## src/rtl/simon_seq_ctrl.sv

```systemverilog
// Simon game sequence controller: grows a colour pattern from the LFSR, plays it back, checks presses.
// Optional per-press input timeout in WAIT_IN when SIMON_TIMEOUT_EN is defined.
module simon_seq_ctrl #(
    parameter int unsigned MAX_LEN       = 16,
    parameter int unsigned ON_TICKS      = 4,
    parameter int unsigned GAP_TICKS     = 2,
    parameter int unsigned TIMEOUT_TICKS = 16
) (
    input  logic       clk,
    input  logic       reset,
    input  logic       i_start,
    input  logic [1:0] i_lfsr_q,
    output logic       o_lfsr_en,
    input  logic       i_btn_valid,
    input  logic [1:0] i_btn_code,
    output logic [3:0] o_led,
    output logic       o_input_phase,
    output logic [5:0] o_round,
    output logic       o_fail,
    output logic       o_win
);
    localparam int unsigned LEN_W   = 6;
    localparam int unsigned MEM_D   = 64;
    localparam int unsigned CNT_M01 = (ON_TICKS > GAP_TICKS) ? ON_TICKS : GAP_TICKS;
    localparam int unsigned CNT_MAX = (CNT_M01 > TIMEOUT_TICKS) ? CNT_M01 : TIMEOUT_TICKS;
    localparam int unsigned CNT_W   = $clog2(CNT_MAX + 1);

    typedef enum logic [2:0] {
        S_IDLE,
        S_GROW,
        S_SHOW_ON,
        S_SHOW_GAP,
        S_WAIT_IN,
        S_FAIL,
        S_WIN
    } state_t;

    state_t             r_state;
    state_t             w_state_nxt;
    logic [LEN_W-1:0]   r_len;
    logic [LEN_W-1:0]   w_len_nxt;
    logic [LEN_W-1:0]   r_idx;
    logic [LEN_W-1:0]   w_idx_nxt;
    logic [CNT_W-1:0]   r_cnt;
    logic [CNT_W-1:0]   w_cnt_nxt;
    logic [1:0]         r_mem [MEM_D];

    logic               r_lfsr_en;
    logic [3:0]         r_led;
    logic               r_input_phase;
    logic               r_fail;
    logic               r_win;

    logic               w_lfsr_en_nxt;
    logic [3:0]         w_led_nxt;
    logic               w_input_phase_nxt;
    logic               w_fail_nxt;
    logic               w_win_nxt;
    logic [1:0]         w_show_col;
    logic               w_last;
    logic               w_hit;

    assign w_last = (r_idx == (r_len - LEN_W'(1)));
    assign w_hit  = (i_btn_code == r_mem[r_idx]);

    // State register and registered outputs
    always_ff @(posedge clk or posedge reset) begin
        if (reset) begin
            r_state       <= S_IDLE;
            r_len         <= '0;
            r_idx         <= '0;
            r_cnt         <= '0;
            r_lfsr_en     <= 1'b0;
            r_led         <= '0;
            r_input_phase <= 1'b0;
            r_fail        <= 1'b0;
            r_win         <= 1'b0;
        end else begin
            r_state       <= w_state_nxt;
            r_len         <= w_len_nxt;
            r_idx         <= w_idx_nxt;
            r_cnt         <= w_cnt_nxt;
            r_lfsr_en     <= w_lfsr_en_nxt;
            r_led         <= w_led_nxt;
            r_input_phase <= w_input_phase_nxt;
            r_fail        <= w_fail_nxt;
            r_win         <= w_win_nxt;
        end
    end

    // Pattern memory captures the LFSR colour before it advances
    always_ff @(posedge clk) begin
        if (r_state == S_GROW) begin
            r_mem[r_len] <= i_lfsr_q;
        end
    end

    // Next-state and next-output logic
    always_comb begin
        w_state_nxt       = r_state;
        w_len_nxt         = r_len;
        w_idx_nxt         = r_idx;
        w_cnt_nxt         = r_cnt;
        w_lfsr_en_nxt     = 1'b0;
        w_led_nxt         = '0;
        w_input_phase_nxt = 1'b0;
        w_fail_nxt        = 1'b0;
        w_win_nxt         = 1'b0;
        w_show_col        = '0;

        unique case (r_state)
            S_IDLE: begin
                if (i_start) begin
                    w_state_nxt = S_GROW;
                    w_len_nxt   = '0;
                end
            end
            S_GROW: begin
                w_len_nxt   = r_len + LEN_W'(1);
                w_idx_nxt   = '0;
                w_cnt_nxt   = '0;
                w_state_nxt = S_SHOW_ON;
            end
            S_SHOW_ON: begin
                if (r_cnt == CNT_W'(ON_TICKS - 1)) begin
                    w_cnt_nxt   = '0;
                    w_state_nxt = S_SHOW_GAP;
                end else begin
                    w_cnt_nxt = r_cnt + CNT_W'(1);
                end
            end
            S_SHOW_GAP: begin
                if (r_cnt == CNT_W'(GAP_TICKS - 1)) begin
                    w_cnt_nxt = '0;
                    if (w_last) begin
                        w_idx_nxt   = '0;
                        w_state_nxt = S_WAIT_IN;
                    end else begin
                        w_idx_nxt   = r_idx + LEN_W'(1);
                        w_state_nxt = S_SHOW_ON;
                    end
                end else begin
                    w_cnt_nxt = r_cnt + CNT_W'(1);
                end
            end
            S_WAIT_IN: begin
                if (i_btn_valid) begin
                    if (w_hit) begin
                        w_cnt_nxt = '0;
                        if (w_last) begin
                            w_state_nxt = (r_len == LEN_W'(MAX_LEN)) ? S_WIN : S_GROW;
                        end else begin
                            w_idx_nxt = r_idx + LEN_W'(1);
                        end
                    end else begin
                        w_state_nxt = S_FAIL;
                    end
                end
`ifdef SIMON_TIMEOUT_EN
                else if (r_cnt == CNT_W'(TIMEOUT_TICKS - 1)) begin
                    w_state_nxt = S_FAIL;
                end else begin
                    w_cnt_nxt = r_cnt + CNT_W'(1);
                end
`endif
            end
            S_FAIL, S_WIN: begin
                if (i_start) begin
                    w_state_nxt = S_GROW;
                    w_len_nxt   = '0;
                end
            end
            default: begin
                w_state_nxt = S_IDLE;
            end
        endcase

        // Colour being written this cycle is not yet in memory, so bypass it
        if ((r_state == S_GROW) && (w_idx_nxt == r_len)) begin
            w_show_col = i_lfsr_q;
        end else begin
            w_show_col = r_mem[w_idx_nxt];
        end

        w_lfsr_en_nxt     = (w_state_nxt == S_GROW);
        w_input_phase_nxt = (w_state_nxt == S_WAIT_IN);
        w_fail_nxt        = (w_state_nxt == S_FAIL);
        w_win_nxt         = (w_state_nxt == S_WIN);
        if (w_state_nxt == S_SHOW_ON) begin
            w_led_nxt = 4'b0001 << w_show_col;
        end
    end

    assign o_lfsr_en     = r_lfsr_en;
    assign o_led         = r_led;
    assign o_input_phase = r_input_phase;
    assign o_round       = r_len;
    assign o_fail        = r_fail;
    assign o_win         = r_win;

endmodule
```

## config.mk

```make
export PLATFORM = sky130hd
export DESIGN_NAME = simon_seq_ctrl
export DESIGN_NICKNAME = d
export VERILOG_FILES = /design/src/rtl/simon_seq_ctrl.sv
export SDC_FILE = /design/constraint.sdc
export NUM_CORES = 1
export LEC_CHECK = 0
export BUFFER_PORTS_ARGS = -buffer_cell sky130_fd_sc_hd__buf_4
export CELL_PAD_IN_SITES_DETAIL_PLACEMENT = 0
export CELL_PAD_IN_SITES_GLOBAL_PLACEMENT = 1
export CORE_AREA = 2 2 158 129
export DETAILED_ROUTE_END_ITERATION = 16
export DIE_AREA = 0 0 160 131
export GPL_TIMING_DRIVEN = 0
export PLACE_DENSITY = 0.75
export SYNTH_ARGS = -nofsm -noshare
export SYNTH_HDL_FRONTEND = slang
export SYNTH_SLANG_ARGS = --single-unit
```

## constraint.sdc

```tcl
create_clock -name clk -period 12.4 [get_ports clk]
set_clock_uncertainty 0.05 [all_clocks]
set_input_delay 1.86 -clock clk [delete_from_list [all_inputs] [get_ports clk]]
set_output_delay 1.86 -clock clk [all_outputs]
set_load 0.05 [all_outputs]
```

==> results of run 1 <==
Yosys cell counts, types with 4 or more instances:
cell      number
nor4_1         7
dfrtp_1       28
edfxtp_1     128
a32oi_1        5
a22oi_1       24
and3_1         8
a31oi_1        5
nand3b_1       4
nand2_1       95
clkbuf_1      24
or3_1          5
a21oi_1       42
a211oi_1       4
nor2b_1        7
xnor2_1       14
nand2b_1       5
inv_1         12
o211ai_1       5
buf_2         18
nand4b_1       4
xor2_1         5
buf_1          4
mux4_2        20
o31ai_1        7
ha_1           7
inv_2          4
mux2i_1       57
nor2_1       106
o21ai_0       14
nor3_1        10
mux2_2         7
o31a_1         4
nand3_1       34
nand4_1        5
a221oi_1       4
power by group:
| part | switching [uW] | internal, uW |
|---|---|---|
| sequential | 30.9 | 595 |
| clock | 238 | 265 |
| combinational | 535 | 265 |
| total | 804 | 1120 |
metrics by stage:
| step | hold WS [ns] | setup WS (ns) | total power (uW) |
|---|---|---|---|
| floorplan | 0.397 | 7.52 | 1160 |
| global placement | 0.419 | 5.86 | 1400 |
| detailed placement | 0.427 | 5.80 | 1410 |
| CTS | 0.441 | 5.75 | 1910 |
| global route | 0.457 | 5.40 | 2010 |
| finish | 0.441 | 5.56 | 1930 |
worst paths after layout:
path / from / cells after the start / endpoint / slack [ns]
worst max-delay path: r_idx[1] / 17 / o_led[2] / 5.56
worst min-delay path: r_cnt[4] / 1 / r_cnt[4] / 0.44
worst max register to register: r_idx[1] / 17 / o_led[2] / 5.56
worst min register to register: r_cnt[4] / 1 / r_cnt[4] / 0.44
max in group asynchronous: reset / 2 / o_led[2] / 9.90
min in group asynchronous: reset / 2 / o_round[0] / 1.68
logic make-up (layout without fill, tap and decap cells):
kind of cell | after synthesis | count (layout) | synth area share (%)
AO/OA/AOI/OAI | 143 | 143 | 11.6
XOR/XNOR | 19 | 19 | 1.93
adder cells (fa/ha/maj) | 7 | 7 | 1.02
buffers and inverters | 66 | 118 | 3.35
flip-flops | 156 | 156 | 52.7
multiplexers | 86 | 86 | 13.0
AND/OR/NAND/NOR | 307 | 307 | 16.4
state kept, by name (all words and copies together) (netlist names):
register / cells
o_fail: 1
o_input_phase: 1
o_led: 4
o_lfsr_en: 1
o_round: 6
o_win: 1
r_cnt: 5
r_idx: 6
r_mem: 128
r_state: 3
per-layer routing:
| metal | vias up | routed length [um] |
|---|---|---|
| met3 | 69 | 3280 |
| met5 | - | 0 |
| met4 | 0 | 1210 |
| li1 | 3016 | - |
| met1 | 3414 | 12200 |
| met2 | 466 | 12800 |
critical path, delay by kind of cell (launching register included):
| kind | cells | cell delay [ns] |
|---|---|---|
| xor gates and xnor gates | 1 | 0.27 |
| buffers and inverters | 3 | 1.28 |
| and+or+nand+nor | 8 | 2.75 |
| AOI/OAI and AO/OA | 2 | 0.34 |
| DFF | 1 | 0.62 |
| muxes | 3 | 1.38 |
layout make-up:
type | count | area, um2 | share of cell area, %
Sequential cell | 156 | 4540 | 47.0
Multi-Input combinational cell | 562 | 3790 | 39.2
Clock buffer | 18 | 429 | 4.44
Tap cell | 264 | 330 | 3.42
Buffer | 50 | 229 | 2.37
Timing Repair Buffer | 20 | 150 | 1.55
Clock inverter | 14 | 130 | 1.35
Inverter | 16 | 60.1 | 0.622
placed cells by master (no fill, tap or decap), drive strengths merged, types with 6 or more instances in the layout:
cell type,instances
nor3,10
and3,8
o21ai,15
nor2b,7
mux2,8
buf,46
mux2i,58
a22oi,24
nor2,106
mux4,20
o31ai,7
dfrtp,28
inv,24
a21oi,42
ha,7
xnor2,14
o211ai,6
nand2,95
nor4,9
a211oi,6
clkbuf,42
edfxtp,128
nand3,34
==> impl_results.md, run 1 <==
* Synthesis-stage register bit count at 156
* Min Tclk post-route at 6.84 ns
* Worst setup path class: reg2reg
* GPL Wtd Cong at 0.952
* Final wirelength at 29500 um
* Syn Nets at 799
* CORE AREA at 19500 um2
* Initial antenna violation count at 0
* Rel. slew slack at 22.2%
* Top cell type's share of synthesized area at 44.6%
* DRC violations left at 0
* Main synth FF type: edfxtp_1
* Status: complete, no violations
* Worst-path clk slew at 0.07 ns
* Worst min path class: reg2reg
* Layout cells sized above 1 at 14.5%
* Die H at 131 um
* I/O Pins at 22
* Setup TNS at 0 ns
* Root buffer cell: clkbuf_16
* Area contributors post-synth: edfxtp_1, dfrtp_1, mux2i_1
* Total gr overflow at 0
* CTS max path bufs at 2
* # port buffers at 20
* GRT busiest layer: met2
* Slew @ Worst Pin at 1.17 ns
* Critical path's largest stage delay at 0.63 ns
* Synth-to-layout area growth at 12.1%
* Startpoint Class: flip-flop
* Tcrit/Tclk final at 55.2%
* Post-synthesis cell area at 8620 um2
* Post-Synthesis Cells at 784
* Max-Cap Viols at 0
* Post-DR vias/cell at 6.33
* Placed Area at 9100 um2
* GRT met2 Usage at 43.7%
* RSZ-0062 raised after global routing: false
* Slew Viols, Final at 0
* Final Hold Viols at 0
* DR iter-0 viols at 1080
* CTS tree: yes
* Via count at 6965
* Post-cts gate resize count at 0
* CTS Sinks at 156
* First-pass GRT wire length at 42900 um
* Die X at 160 um
* Ant diodes at 0
* Met3 usage at 7.04%
* Area leader, netlist: edfxtp_1
* Pin count of the biggest net entering global routing at 67
* Worst Path Arrival at 7.10 ns
* CP Cell Sequence: buf_2, clkbuf_1, nand2_1, a21oi_1, nand3_1, nand4_1, mux2_1, nor3b_2, or3_1, mux2i_2, inv_2, xnor2_1, nand3_1, nor4_2, mux2_2, o31a_1, nor4_1
* Synth warnings at 0
* Achievable Freq at 146 MHz
* Fin area at 9660 um2
* Distinct cell type count after synthesis at 67
* All-layer global routing usage at 28.8%
* CP dominant cell by count: nand3_1
* Setup crit end kind: flip-flop
* Peak supply drop at 88.5 uV
* CP max FO at 10
* Initial core utilization at 44.3%
* Crit path required time at 12.66 ns
* Final Util at 49.7%
* Hold_buf cts at 0
* WL/cell at 26.8 um
* Final non-filler cell total at 1100
* ANT nets after route at 0
* CP max stage cell: mux2i_2
* Die area at 21000 um2
* Setup violations, final at 0
* Avg Cell Area, Syn at 11.0 um2
* CTS H-tree lvls at 4
* Clk_lat worst skew at 0.44 ns
* LEAKAGE at 0.00323 uW
* Number of global-route vias before repair at 6682
* Synth async-reset ratio at 17.9%
* Dpl cells at 1068
* Number of synthesized flops with an enable pin at 128
* Fin nets at 838
* Fill cells at 1850
* Row count at 46
* Met1 Use GR at 39.5%
* HPWL after detailed placement at 20800 um
* Pwr dens at 200 nW/um2
* Seq/Total Area, Yosys at 52.7%
* TritonCTS Buffers at 17
* Detailed Routing Iterations Pass 1 at 7
* Post-CTS setup buffers at 0
Note: power is estimated with default switching activity, not from simulation.
==> run 2, diff against run 1 <==
Settings changed: PLACE_DENSITY 0.75 to 0.77.
Clock period 12.4 ns to 5.5 ns, I/O delays scaled along.
==> impl_results.md, run 2 (synthesized netlist as in run 1, its figures left out) <==
* Status: complete, no violations
* Post-DR vias/cell at 6.44 (+1.7%)
* Slew @ Worst Pin at 1.12 ns (-0.0439 ns)
* Hold endpoint: r_cnt[4]
* Met3 usage at 8.90% (+1.9 points)
* Initial antenna violation count at 0 (unchanged)
* Achievable Freq at 182 MHz (+25%)
* WL/cell at 26.8 um (+0.25%)
* Detailed Routing Iterations Pass 1 at 6 (-1)
* Clock Power Share at 26.9% (+0.8 points)
* Commonest non-fill, non-tap cell in the layout: edfxtp_1
* ANT nets after route at 0 (unchanged)
* GRT busiest layer: met2
* Worst min path class: reg2reg
* Reg2reg start: r_idx[2]
* Min Tclk post-route at 5.48 ns (-1.36 ns)
* Row count at 46 (unchanged)
* Initial core utilization at 44.3% (unchanged)
* Fin nets at 844 (+0.72%)
* All-layer global routing usage at 29.1% (+0.32 points)
* DR iter-0 viols at 971 (-10%)
* Crit path required time at 5.74 ns (-6.92 ns)
* Fin area at 9850 um2 (+2.0%)
* CTS max path bufs at 2 (unchanged)
* CTS Sinks at 156 (unchanged)
* HPWL after detailed placement at 20400 um (-1.9%)
* Worst Path Arrival at 5.72 ns (-1.38 ns)
* Rel. slew slack at 25.1% (+2.9 points)
* Final Util at 50.7% (+1.0 points)
* Met1 Use GR at 39.1% (-0.42 points)
* Ant diodes at 0 (unchanged)
* CORE AREA at 19500 um2 (unchanged)
* Switching Share at 41.7% (about the same)
* Cell-internal power at 2640 uW (+130%)
* Synth-to-layout area growth at 14.3%
* Max-Cap Viols at 0 (unchanged)
* Setup crit end kind: flip-flop
* Hold Path Stages at 1 (unchanged)
* Total gr overflow at 0 (unchanged)
* Worst setup path class: reg2reg
* Hold_buf cts at 0 (unchanged)
* Die area at 21000 um2 (unchanged)
* LEAKAGE at 0.00331 uW (+2.7%)
* CTS tree: yes
* Max FFs per register at 128 (unchanged)
* CTS H-tree lvls at 4 (unchanged)
* TritonCTS Buffers at 17 (unchanged)
* First-pass GRT wire length at 43700 um (+1.9%)
* DRC violations left at 0 (unchanged)
* Pwr dens at 459 nW/um2 (+130%)
* Die H at 131 um (unchanged)
* Root buffer cell: clkbuf_16
* Most flops, register: r_mem
* Pin count of the biggest net entering global routing at 67 (unchanged)
* Reg2Reg Capture Point: o_led[2]
* Slew Viols, Final at 0 (unchanged)
* Power share of the combinational group at 41.9% (+0.4 points)
* Final Hold Viols at 0 (unchanged)
* Hold Path Origin: r_cnt[4]
* Psw at 1890 uW (+130%)
* Reg2Reg Depth at 19 (+2)
* Tcrit/Tclk final at 99.6% (+44 points)
* Startpoint Class: flip-flop
* Clk_lat worst skew at 0.45 ns (about the same)
* Final wirelength at 29700 um (+0.80%)
* Sequential Power Share at 31.2% (-1.2 points)
* CP max FO at 10 (unchanged)
* Reg2reg setup slack at 0.02 ns (-5.54 ns)
* Worst-path clk slew at 0.07 ns (about the same)
* # port buffers at 20 (unchanged)
* I/O Pins at 22 (unchanged)
* Most frequent cells in the layout: edfxtp_1, nor2_1, nand2_1
* Via count at 7120 (+2.2%)
* RSZ-0062 raised after global routing: false
* Setup violations, final at 0 (unchanged)
* GRT met2 Usage at 43.3% (-0.38 points)
* Fill cells at 1792 (-3.1%)
* Number of global-route vias before repair at 6918 (+3.5%)
* Layout cells sized above 1 at 17.7% (+3.2 points)
* Die X at 160 um (unchanged)
* Placed Area at 9100 um2 (unchanged)
* Peak supply drop at 182 uV (+110%)
* GPL Wtd Cong at 0.995 (+4.5%)
[run 2: cell types whose count changed in the layout (fill, tap and decap cells not counted), moves of 2 or more]
cell        delta
clkbuf_1       -9
a21oi_1        -2
buf_4         +10
nor2_2         +2
buf_2          -6
nand3_1        -2
clkbuf_4       +2
clkinvlp_4     -2
a21oi_2        +2
nor2_1         -2
clkbuf_2       +8
[run 2: power by group through the flow]
stage          sequential (uW)  clock, uW  combinational (uW)
3_3_place_gp              1430          0                1730
3_5_place_dp              1440          0                1740
6_report                  1410       1220                1890
2_1_floorplan             1510          0                1110
5_1_grt                   1420       1270                1990
4_1_cts                   1410       1210                1810
[run 2: how the worst max path moves through the flow]
| stage | from | end | slack [ns] | cells past startpoint |
|---|---|---|---|---|
| after floorplan | o_round[1] | o_led[2] | 0.91 | 17 |
| after global placement | r_idx[1] | o_led[2] | -1.16 | 17 |
| after detailed placement | r_idx[1] | o_led[2] | -1.15 | 17 |
| after CTS | r_idx[4] | o_led[1] | 0.05 | 17 |
| after global routing | r_idx[2] | o_led[2] | 0.008 | 20 |
| final | r_idx[2] | o_led[2] | 0.02 | 19 |
[run 2: what timing repair did]
action	in CTS	in global routing
resized for setup	22	14
setup endpoints to repair	20	23
pin swaps	1	2
buffers inserted	5	1
[run 2: final cells by class]
class / count / area [um2] / share of cell area [%]
plain buffers: 50 / 262 / 2.65
multi-input cells: 562 / 3860 / 39.2
inverters: 16 / 60.1 / 0.609
repair buffers: 26 / 195 / 1.98
flip-flops and latches: 156 / 4550 / 46.1
clock buffers: 17 / 425 / 4.32
clock inverters: 15 / 171 / 1.74
well taps: 264 / 330 / 3.35
[run 2: per-layer routing]
metal | vias up | share of wire [%]
met3 | 91 | 12
met2 | 481 | 42
li1 | 3015 | -
met1 | 3533 | 41
met4 | 0 | 4.8
met5 | - | 0
[run 2: worst max-delay path, cell delays in order (launching register included)]
cell	delay, ns
dfrtp_1	0.33
buf_4	0.25
buf_6	0.22
buf_4	0.26
mux2i_1	0.25
a22oi_1	0.11
and3_1	0.21
a41oi_1	0.27
nand4b_1	0.14
nor3b_4	0.21
or3_4	0.43
o211ai_1	0.20
and3_1	0.18
buf_2	0.26
inv_1	0.27
a2111oi_2	0.57
nor4_1	0.13
a211o_1	0.27
nor4_1	0.56
nor4_1	0.12
[run 2: stage by stage]
step / hold slack (ns) / TNS, ns / std cells / worst slack [ns] / total power, uW
floorplan: 0.397 / 0 / 784 / 0.905 / 2620
global placement: 0.424 / -10.23 / 1068 / -1.16 / 3160
detailed placement: 0.430 / -9.75 / 1068 / -1.15 / 3170
CTS: 0.444 / 0 / 1105 / 0.0495 / 4430
global route: 0.495 / 0 / 1106 / 0.00776 / 4690
finish: 0.445 / 0 / 1106 / 0.0201 / 4520
==> run 3, diff against run 2 <==
Settings changed: CORE_AREA 2 2 158 129 to 2 2 108 189, DIE_AREA 0 0 160 131 to 0 0 110 191.
==> impl_results.md, run 3 (synthesized netlist as in run 1, its figures left out) <==
* CP dominant cell by count: a22oi_1
* Final Hold Viols at 0 (unchanged)
* Die X at 110 um (-31%)
* Ant diodes at 0 (unchanged)
* Startpoint Class: flip-flop
* Commonest non-fill, non-tap cell in the layout: edfxtp_1
* Die area at 21000 um2 (+0.24%)
* Fin nets at 844 (unchanged)
* Min Tclk post-route at 5.33 ns (-0.148 ns)
* CP max FO at 10 (unchanged)
* WL/cell at 27.8 um (+3.5%)
* ANT nets after route at 0 (unchanged)
* RSZ-0062 raised after global routing: true
* Most frequent cells in the layout: edfxtp_1, nor2_1, nand2_1
* All-layer global routing usage at 29.9% (+0.74 points)
* Status: complete, no violations
* Fin area at 9850 um2 (about the same)
* Crit path required time at 5.79 ns (+0.05 ns)
* Rel. slew slack at 34.7% (+9.6 points)
* Initial core utilization at 44.2% (-0.068 points)
* Worst min path class: in2async
* Reg2Reg Depth at 18 (-1)
* Die H at 191 um (+46%)
* Root buffer cell: clkbuf_16
* LEAKAGE at 0.00331 uW (-0.17%)
* I/O Pins at 22 (unchanged)
* Reg2reg start: r_idx[2]
* Reg2Reg Capture Point: o_led[0]
* Clk_lat worst skew at 0.44 ns (about the same)
* CORE AREA at 19500 um2 (+0.15%)
* Setup crit end kind: flip-flop
* Worst setup path class: reg2reg
* CP top delay family: simple AND/OR/NAND/NOR gates
* Final non-filler cell total at 1087 (-1.7%)
* Max FFs per register at 128 (unchanged)
* TritonCTS Buffers at 17 (unchanged)
* Reg2reg setup slack at 0.17 ns (+0.15 ns)
* Tcrit/Tclk final at 96.9% (-2.7 points)
* Slew @ Worst Pin at 0.980 ns (-0.142 ns)
* Pin count of the biggest net entering global routing at 67 (unchanged)
* Synth-to-layout area growth at 14.3% (about the same)
* GPL Wtd Cong at 0.990 (-0.50%)
* Dpl cells at 1049 (-1.8%)
* CTS Sinks at 156 (unchanged)
* Critical path's largest stage delay at 0.60 ns (+0.03 ns)
* CTS tree: yes
* DR iter-0 viols at 664 (-32%)
* First-pass GRT wire length at 44000 um (+0.65%)
* Most flops, register: r_mem
* Slew Viols, Final at 0 (unchanged)
* Pwr dens at 452 nW/um2 (-1.4%)
* Via count at 6965 (-2.2%)
* Layout cells sized above 1 at 17.5% (-0.24 points)
* DRC violations left at 0 (unchanged)
* Peak supply drop at 269 uV (+47%)
* Worst Path Arrival at 5.62 ns (-0.10 ns)
* Final wirelength at 30200 um (+1.7%)
* Initial antenna violation count at 0 (unchanged)
* CTS max path bufs at 2 (unchanged)
* Overall power at 4460 uW (-1.4%)
* CP max stage cell: or4_4
* Setup violations, final at 0 (unchanged)
* Number of buffers and inverters on the critical path at 4 (-1)
* Detailed Routing Iterations Pass 1 at 8 (+2)
* Placed Area at 9080 um2 (-0.26%)
* Achievable Freq at 188 MHz (+2.8%)
* Worst hold slack at 0.316 ns (-0.129 ns)
* HPWL after detailed placement at 22100 um (+8.6%)
* Final Util at 50.6% (-0.084 points)
* Number of global-route vias before repair at 7018 (+1.4%)
* Row count at 68 (+48%)
* Hold_buf cts at 0 (unchanged)
* CTS H-tree lvls at 4 (unchanged)
* Worst-path clk slew at 0.06 ns (about the same)
* Max-Cap Viols at 0 (unchanged)
* Fill cells at 1715 (-4.3%)
* # port buffers at 20 (unchanged)
* Total gr overflow at 0 (unchanged)
* CP Cell Sequence: buf_4, buf_2, mux2i_1, a22oi_1, nand3_1, nand4_1, mux2_1, nor3b_4, or3_1, mux2i_4, inv_4, clkbuf_4, a21oi_1, a22oi_1, a22oi_1, a211oi_2, or4_4, nor4_2
* Post-DR vias/cell at 6.41 (-0.47%)
run 3: cell types whose count changed in the layout (fill, tap and decap cells not counted), moves of 2 or more:
cell / before / now
a2111oi_1: 0 / 2
a211oi_2: 1 / 3
clkinv_1: 0 / 3
clkinvlp_4: 0 / 2
inv_6: 6 / 1
a211oi_1: 4 / 2
inv_8: 3 / 0
clkinv_8: 2 / 0
clkbuf_1: 16 / 18
nor2_4: 0 / 2
run 3: worst register-to-register path, cell delays in order (launching register included):
cell,delay [ns]
dfrtp_1,0.32
buf_4,0.25
buf_2,0.43
mux2i_1,0.43
a22oi_1,0.14
nand3_1,0.11
nand4_1,0.14
mux2_1,0.38
nor3b_4,0.27
or3_1,0.32
mux2i_4,0.37
inv_4,0.15
clkbuf_4,0.26
a21oi_1,0.18
a22oi_1,0.11
a22oi_1,0.36
a211oi_2,0.18
or4_4,0.60
nor4_2,0.17
run 3: metrics by stage:
step	setup WS, ns	setup TNS (ns)
after global routing	-0.0147	-0.0242
after detailed placement	-1.07	-8.60
after global placement	-1.04	-7.61
after CTS	0.00154	0
after floorplan	0.905	0
final	0.168	0
run 3: what timing repair did:
action                                  in CTS  in global routing
pin swaps                                    1                  2
gates resized for setup                     21                 25
setup buffers                                4                  2
endpoints found under the setup margin      20                  4
run 3: routing by layer:
metal  part of all wire, %  vias to the layer above  global-route usage [%]
li1                      -                     3025                       -
met1                    34                     3486                    31.2
met2                    53                      345                    51.9
met3                   6.3                      109                    6.27
met4                   7.0                        0                    20.7
met5                     0                        -                       0
run 3: layout make-up:
| cell class | count | area, um2 | share of cell area, % |
|---|---|---|---|
| flip-flops and latches | 156 | 4550 | 46.1 |
| clock inverters | 12 | 123 | 1.24 |
| well taps | 245 | 307 | 3.11 |
| inverters | 16 | 62.6 | 0.635 |
| clock buffers | 20 | 437 | 4.43 |
| multi-input cells | 562 | 3890 | 39.5 |
| plain buffers | 49 | 264 | 2.68 |
| repair buffers | 27 | 223 | 2.26 |
run 3: power breakdown:
group	switching (uW)	leakage, uW	internal [uW]
combinational	1240	0.00153	661
clock	476	0.000267	663
sequential	70.9	0.00151	1340
total	1790	0.00331	2670
run 3: worst max-delay path by stage:
| stage | from | to | slack, ns | cells after the start |
|---|---|---|---|---|
| after floorplan | o_round[1] | o_led[2] | 0.91 | 17 |
| after global placement | r_idx[1] | o_led[2] | -1.04 | 17 |
| after detailed placement | r_idx[1] | o_led[2] | -1.07 | 17 |
| after CTS | r_idx[2] | o_led[2] | 0.002 | 20 |
| after global routing | r_idx[2] | o_led[0] | -0.01 | 18 |
| final | r_idx[2] | o_led[0] | 0.17 | 18 |
